==> src/rtl/pwm_ramp_ctrl_if.sv <==
// Ramp command channel: target duty, step size and dwell count, qualified by
// a valid/ready handshake.
interface pwm_ramp_ctrl_if #(
  parameter int R          = 8,
  parameter int DWELL_BITS = 8
);
  logic                  cmd_valid;
  logic                  cmd_ready;
  logic [R:0]            cmd_target;
  logic [R:0]            cmd_step;
  logic [DWELL_BITS-1:0] cmd_dwell;

  modport master (
    output cmd_valid,
    output cmd_target,
    output cmd_step,
    output cmd_dwell,
    input  cmd_ready
  );

  modport slave (
    input  cmd_valid,
    input  cmd_target,
    input  cmd_step,
    input  cmd_dwell,
    output cmd_ready
  );
endinterface

==> src/rtl/pwm_ramp_ctrl.sv <==
// Moves the PWM duty toward a commanded target in fixed steps, changing it only
// on PWM period boundaries so the generator never sees a mid-period update.
module pwm_ramp_ctrl #(
  parameter int R          = 8,
  parameter int DWELL_BITS = 8
) (
  input  logic                 clk,
  input  logic                 reset_n,
  input  logic                 period_end,
  input  logic                 abort,
  pwm_ramp_ctrl_if.slave       cmd,
  output logic [R:0]           duty,
  output logic                 busy,
  output logic                 done
);

  typedef enum logic [1:0] {IDLE, WAIT, DONE} state_t;

  state_t                state_q, state_d;
  logic [R:0]            duty_q, duty_d;
  logic [R:0]            target_q, target_d;
  logic [R:0]            step_q, step_d;
  logic [DWELL_BITS-1:0] dwell_q, dwell_d;
  logic [DWELL_BITS-1:0] dwell_cnt_q, dwell_cnt_d;
  logic                  cmd_ready_q, cmd_ready_d;
  logic                  busy_q, busy_d;
  logic                  done_q, done_d;

  logic [R+1:0] duty_x, target_x, step_x, dist_x, next_x;

  // One extra bit of headroom so the distance and the stepped value cannot wrap.
  always_comb begin
    duty_x   = {1'b0, duty_q};
    target_x = {1'b0, target_q};
    step_x   = {1'b0, step_q};
    if (target_x >= duty_x) begin
      dist_x = target_x - duty_x;
      next_x = duty_x + step_x;
    end else begin
      dist_x = duty_x - target_x;
      next_x = duty_x - step_x;
    end
  end

  always_comb begin
    state_d     = state_q;
    duty_d      = duty_q;
    target_d    = target_q;
    step_d      = step_q;
    dwell_d     = dwell_q;
    dwell_cnt_d = dwell_cnt_q;

    unique case (state_q)
      IDLE: begin
        if (cmd.cmd_valid && cmd_ready_q) begin
          target_d    = cmd.cmd_target;
          step_d      = (cmd.cmd_step == '0) ? (R+1)'(1) : cmd.cmd_step;
          dwell_d     = cmd.cmd_dwell;
          dwell_cnt_d = '0;
          state_d     = (cmd.cmd_target == duty_q) ? DONE : WAIT;
        end
      end
      WAIT: begin
        if (abort) begin
          state_d = IDLE;
        end else if (period_end) begin
          if (dwell_cnt_q == dwell_q) begin
            dwell_cnt_d = '0;
            if (dist_x <= step_x) begin
              duty_d  = target_q;
              state_d = DONE;
            end else begin
              duty_d = (R+1)'(next_x);
            end
          end else begin
            dwell_cnt_d = dwell_cnt_q + DWELL_BITS'(1);
          end
        end
      end
      DONE: begin
        state_d = IDLE;
      end
      default: begin
        state_d = IDLE;
      end
    endcase

    // Outputs are registered alongside the state they describe.
    cmd_ready_d = (state_d == IDLE);
    busy_d      = (state_d != IDLE);
    done_d      = (state_d == DONE);
  end

  always_ff @(posedge clk or negedge reset_n) begin
    if (!reset_n) begin
      state_q     <= IDLE;
      duty_q      <= '0;
      target_q    <= '0;
      step_q      <= '0;
      dwell_q     <= '0;
      dwell_cnt_q <= '0;
      cmd_ready_q <= 1'b1;
      busy_q      <= 1'b0;
      done_q      <= 1'b0;
    end else begin
      state_q     <= state_d;
      duty_q      <= duty_d;
      target_q    <= target_d;
      step_q      <= step_d;
      dwell_q     <= dwell_d;
      dwell_cnt_q <= dwell_cnt_d;
      cmd_ready_q <= cmd_ready_d;
      busy_q      <= busy_d;
      done_q      <= done_d;
    end
  end

  assign cmd.cmd_ready = cmd_ready_q;
  assign duty          = duty_q;
  assign busy          = busy_q;
  assign done          = done_q;

endmodule

==> src/flat_wrapper.sv <==
// flat-port wrapper written by rule: the top's interface ports become plain ports
module pwm_ramp_ctrl_flat 
#(
  parameter int R          = 8,
  parameter int DWELL_BITS = 8
)
  (clk, reset_n, period_end, abort, duty, busy, done, cmd_cmd_valid, cmd_cmd_target, cmd_cmd_step, cmd_cmd_dwell, cmd_cmd_ready);
  pwm_ramp_ctrl_if #(.R(R), .DWELL_BITS(DWELL_BITS)) cmd_i ();
  input  logic clk;
  input  logic reset_n;
  input  logic period_end;
  input  logic abort;
  output logic [R:0] duty;
  output logic busy;
  output logic done;
  input wire logic [$bits(cmd_i.cmd_valid)-1:0] cmd_cmd_valid;
  input wire logic [$bits(cmd_i.cmd_target)-1:0] cmd_cmd_target;
  input wire logic [$bits(cmd_i.cmd_step)-1:0] cmd_cmd_step;
  input wire logic [$bits(cmd_i.cmd_dwell)-1:0] cmd_cmd_dwell;
  output wire logic [$bits(cmd_i.cmd_ready)-1:0] cmd_cmd_ready;
  assign cmd_i.cmd_valid = cmd_cmd_valid;
  assign cmd_i.cmd_target = cmd_cmd_target;
  assign cmd_i.cmd_step = cmd_cmd_step;
  assign cmd_i.cmd_dwell = cmd_cmd_dwell;
  assign cmd_cmd_ready = cmd_i.cmd_ready;
  pwm_ramp_ctrl #(.R(R), .DWELL_BITS(DWELL_BITS)) u_core (.clk(clk), .reset_n(reset_n), .period_end(period_end), .abort(abort), .cmd(cmd_i), .duty(duty), .busy(busy), .done(done));
endmodule
==> config.mk <==
export PLATFORM = sky130hd
export DESIGN_NAME = pwm_ramp_ctrl_flat
export DESIGN_NICKNAME = d
export VERILOG_FILES = /design/src/rtl/pwm_ramp_ctrl_if.sv /design/src/rtl/pwm_ramp_ctrl.sv /design/src/flat_wrapper.sv
export SDC_FILE = /design/constraint.sdc
export NUM_CORES = 1
export LEC_CHECK = 0
export ABC_AREA = 0
export CORE_ASPECT_RATIO = 0.8
export CORE_MARGIN = 2
export CORE_UTILIZATION = 57
export DETAILED_ROUTE_END_ITERATION = 8
export MAX_ROUTING_LAYER = met4
export PLACE_DENSITY = 0.81
export SLEW_MARGIN = 5
export SYNTH_ARGS = -nofsm -noshare
export SYNTH_HDL_FRONTEND = slang
export SYNTH_SLANG_ARGS = --single-unit
==> constraint.sdc <==
create_clock -name clk -period 5.5 [get_ports clk]
set_input_delay 1.65 -clock clk [delete_from_list [all_inputs] [get_ports clk]]
set_output_delay 1.65 -clock clk [all_outputs]
set_load 0.005 [all_outputs]
Word level (Yosys, flattened, before mapping) --
Cells that the tools add are included.
Storage, ports and cells: latch bits 0, bits in read-only memories 0, RAM bits 0, memories 0, register bits after elaboration 48, bits of input ports 31
Operators by class: equality and inequality tests 7, $add $sub $neg 5, reductions and logical operators 9, multiply operators 0, magnitude comparators 2, mux-type cells 16, bitwise operators 1, div/mod/pow operators 0, shifts and indexed selects 0
Operators with widths (count):
- $mux W8 | 4
- $mux W9 | 3
- $sub A9 B9 Y10 | 2
- $pmux W8 S2 | 1
- $mux W2 | 6
- $le A10 B9 Y1 | 1
- $mux W10 | 1
- $add A9 B9 Y9 | 1
- $eq A9 B9 Y1 | 1
- $ge A9 B9 Y1 | 1
- $logic_not A9 Y1 | 1
- $sub A9 B9 Y9 | 1
- $add A8 B1 Y8 const B | 1
- $eq A8 B8 Y1 | 1
- $reduce_and A4 Y1 | 2
- $logic_not A2 Y1 | 2
- $ne A2 B2 Y1 const B | 2
- $pmux W2 S2 | 1
- $reduce_bool A2 Y1 | 2
- $eq A2 B1 Y1 const B | 1
- $eq A2 B2 Y1 const B | 1
- $ne A2 B1 Y1 const B | 1
- $reduce_and A2 Y1 | 1
- $logic_and A1 B1 Y1 | 1
- $not A1 Y1 | 1

Depth between registers and ports, before layout --
depth in word-level cells 9, mapped depth 21

Worst setup path after synthesis --
OpenSTA, ideal clock, no wires.
path kind flip-flop to flip-flop, start reg u_core.duty_q[1], in the netlist u_core.duty[1], end reg u_core.duty_q[2], in the netlist u_core.duty[2], stages on the path, launching flop included 18, data arrival time 4.208 ns, period minus slack after synthesis 4.340 ns, buffers on the path 2, slack 1.160 ns, cells stage by stage dfrtp_1 -> inv_1 -> fa_1 -> a21oi_1 -> o21ai_1 -> o31ai_2 -> buf_6 -> mux2_1 -> a311oi_2 -> xnor2_1 -> ha_1 -> a31o_2 -> a221o_1 -> o21a_1 -> a311o_4 -> buf_8 -> mux2i_1 -> o21ai_1
Between the ends: word-level cells in the longest chain between the ends 4
RTL lines:
- from (decl) | RTL line pwm_ramp_ctrl.sv:20 | logic [R:0] duty_q, duty_d;
- from (signal assigned) | RTL line pwm_ramp_ctrl.sv:107 | duty_q <= duty_d;
- $sub A9 B9 Y10, or another cell as far along | RTL line pwm_ramp_ctrl.sv:40 | dist_x = duty_x - target_x;
- $mux W10 | RTL line pwm_ramp_ctrl.sv:36 | if (target_x >= duty_x) begin
- $le A10 B9 Y1 | RTL line pwm_ramp_ctrl.sv:69 | if (dist_x <= step_x) begin
- $mux W9 * | RTL line pwm_ramp_ctrl.sv:69
Mark *: on every way between the ends. The rest lies on a longest branch, timed or not. A chain may end at the register's enable or synchronous reset.

Worst setup path in the final report --
start reg u_core.duty_q[1], in the netlist u_core.duty[1], end reg u_core.duty_q[0], in the netlist u_core.duty[0]
Same word-level chain as after synthesis.

==> reports/results.txt <==
Most common cell after layout, fill and taps aside = dfrtp_1
Core area = 0.00634 sq mm
Area leader, netlist = dfrtp_1
Final Hold Fails = 0
Max Slew Vio Count = 0
Status = complete, no violations
Root buffer cell = clkbuf_8
Fill cell count = 530
Vias in the first global route = 2815
Kind of end point of the critical path = flip-flop
Post-synth ARST share = 1.00
Net Switching = 1.55 mW
Seq pwr share = 0.192
CP max FO = 20
TritonCTS clock tree = done
Gp weighted congestion = 0.933
Row cnt = 26
Pwr/cell area = 750 mW/mm^2
Clk slew on worst S/H paths = 0.10 ns
Mapped Cells = 406
Hold buffers post-CTS = 0
Post-DRT Antenna Nets = 0
Die Area = 0.00715 sq mm
Clock power frac = 0.086
Yosys cell types = 57
Ports = 43
Initial Util = 0.583
Worst slew margin = 0.276
Vias = 3064
Number of buffers created by CTS = 5
VDD IR max = 0.382 mV
Max Root-Sink Buffers = 2
Post-synth top flop = dfrtp_1
HP Class = flip-flop to flip-flop
Synth Area per Inst = 9.11 sq um
Fmax = 0.211 GHz
Fin crit share = 0.861
Global-route wire length before repair = 14300 um
Antenna violations before repair = 0
Worst skew pair latency = 0.31 ns
Worst EP arrival = 4.91 ns
Number of flops mapped to enable cells by yosys = 0
Ant diodes = 0
Area growth, synth to finish = 15.9%
Clk sinks = 48
Final net count = 516
Skew final = 0.0116 ns
Sw Ratio = 0.480
Post-synth top area share = 0.318
Final Util = 0.676
Least-Margin Pin Slew = 1.08 ns
Chip width = 94.1 um
Most frequent cells in the layout = dfrtp_1 (47), clkdlybuf4s50_1 (41), nand2_1 (38), ha_1 (37), inv_1 (35)
H-tree depth = 2
Synthesis-stage register bit count = 48
Largest net degree at the start of global routing = 49
Critical path type = flip-flop to flip-flop
Synth Warn # = 0
Tot GR Track Use = 0.263
Comb power frac = 0.722
Die height = 76.1 um
# Post-CTS Setup Buffers = 0
Register area share after synthesis = 0.325
# port buffers = 42
Internal = 1.67 mW
Total wire length = 8800 um
Area contributors post-synth = dfrtp_1 (32%), ha_1 (13%), xnor2_1 (5.4%)
Worst EP required = 5.67 ns
Routed len/inst = 16.6 um
Post-route minimum period = 4.73 ns
RSZ-0062 raised after global routing = false
Mapped Area = 0.00370 sq mm
DR iter-0 viols = 207
DP HPWL = 6820 um
Final setup TNS = 0 ns
Startpoint class of the critical path = flip-flop
Share of cells above drive strength 1 = 0.0762
GR Overflow Total = 0
Max-Cap Viols = 0
Leak Pwr = 1.95 nW
Setup violations, final = 0
Vias per inst = 5.78
1st-pass router iterations = 5
DRC errors left = 0
Post-Syn Nets = 477
Cells resized by post-CTS repair = 0
==> worst paths after layout <==
kind	depth (start not counted)	from	slack, ns	endpoint
worst max-delay path	16	u_core.duty[1]	0.77	u_core.duty[0]
worst min-delay path	1	u_core.dwell_q[2]	0.54	u_core.dwell_q[2]
worst max register to register	16	u_core.duty[1]	0.77	u_core.duty[0]
worst min register to register	1	u_core.dwell_q[2]	0.54	u_core.dwell_q[2]
max in group asynchronous	2	reset_n	3.63	u_core.target_q[1]
min in group asynchronous	2	reset_n	1.43	u_core.target_q[6]
==> Yosys cell counts (4+ instances only) <==
library cell and n:
o21ai_1 8, nand3_1 15, or3_1 4, clkbuf_1 6
xor2_1 20, xnor2_1 23, a211oi_1 6, nor4_1 5
ha_1 37, a21oi_1 18, dfrtp_1 47, o21ai_0 33
a21o_1 8, nand4_1 4, mux2i_1 10, nand2_1 38
inv_1 35, nor2_1 20, buf_2 4, mux2_2 8
==> layer usage <==
layer	track usage	vias up	wire, um
li1	-	1504	-
met1	0.389	1453	4150
met2	0.380	98	4020
met3	0.0514	9	540
met4	0.0493	0	85
met5	-	-	0
==> flip-flops by register name (all words and copies together), names as in the netlist <==
signal	cells
u_core.dwell_q	8
u_core.target_q	9
u_core.step_q	9
u_core.dwell_cnt_q	8
u_core.done	1
u_core.busy	1
u_core.state_q	2
u_core.duty	9
u_core.cmd.cmd_ready	1
==> cell type report <==
type                    count  area (sq um)  share of cell area
flip-flops and latches     48          1200               0.280
well taps                  84           105              0.0245
multi-input cells         310          2290               0.534
inverters                  35           131              0.0306
repair buffers             45           438               0.102
clock inverters             2          38.8             0.00905
clock buffers               6          82.6              0.0193
==> worst max-delay path, cell delays in order (launching register included) <==
cell	delay, ns
dfrtp_1	0.55
inv_1	0.14
fa_1	0.47
a21oi_1	0.25
o21ai_1	0.12
o31ai_2	0.22
buf_4	0.27
mux2_1	0.37
a311oi_2	0.29
xnor2_1	0.15
ha_1	0.28
a31o_2	0.25
a221o_1	0.25
o21a_1	0.20
a311o_4	0.49
mux2i_1	0.19
o21ai_0	0.10
==> power by group through the flow <==
stage / Combinational, mW / Sequential (mW) / Clock [mW]
final: 2.32 / 0.617 / 0.277
after global routing: 2.56 / 0.635 / 0.300
after CTS: 2.30 / 0.615 / 0.279
after detailed placement: 2.27 / 0.620 / 0
after global placement: 2.20 / 0.615 / 0
after floorplan: 1.89 / 0.581 / 0
==> per-stage QoR <==
stage / worst slack [ns] / hold slack, ns / power [mW] / instance area, sq um / instances
finish: 0.766 / 0.536 / 3.22 / 4290 / 530
global placement: 1.00 / 0.514 / 2.81 / 4170 / 522
CTS: 0.796 / 0.540 / 3.19 / 4290 / 530
global route: 0.473 / 0.561 / 3.49 / 4290 / 530
floorplan: 1.16 / 0.501 / 2.47 / 3700 / 406
detailed placement: 0.842 / 0.517 / 2.89 / 4170 / 522
==> cell families after synthesis <==
kind of cell | after synthesis | synth area share
multiplexers | 19 | 0.0545
AO/OA/AOI/OAI | 104 | 0.187
flip-flops | 48 | 0.325
buffers and inverters | 48 | 0.0572
AND/OR/NAND/NOR | 104 | 0.133
XOR/XNOR | 43 | 0.102
adder cells (fa/ha/maj) | 40 | 0.141
Power figures use the tool's default switching activity.
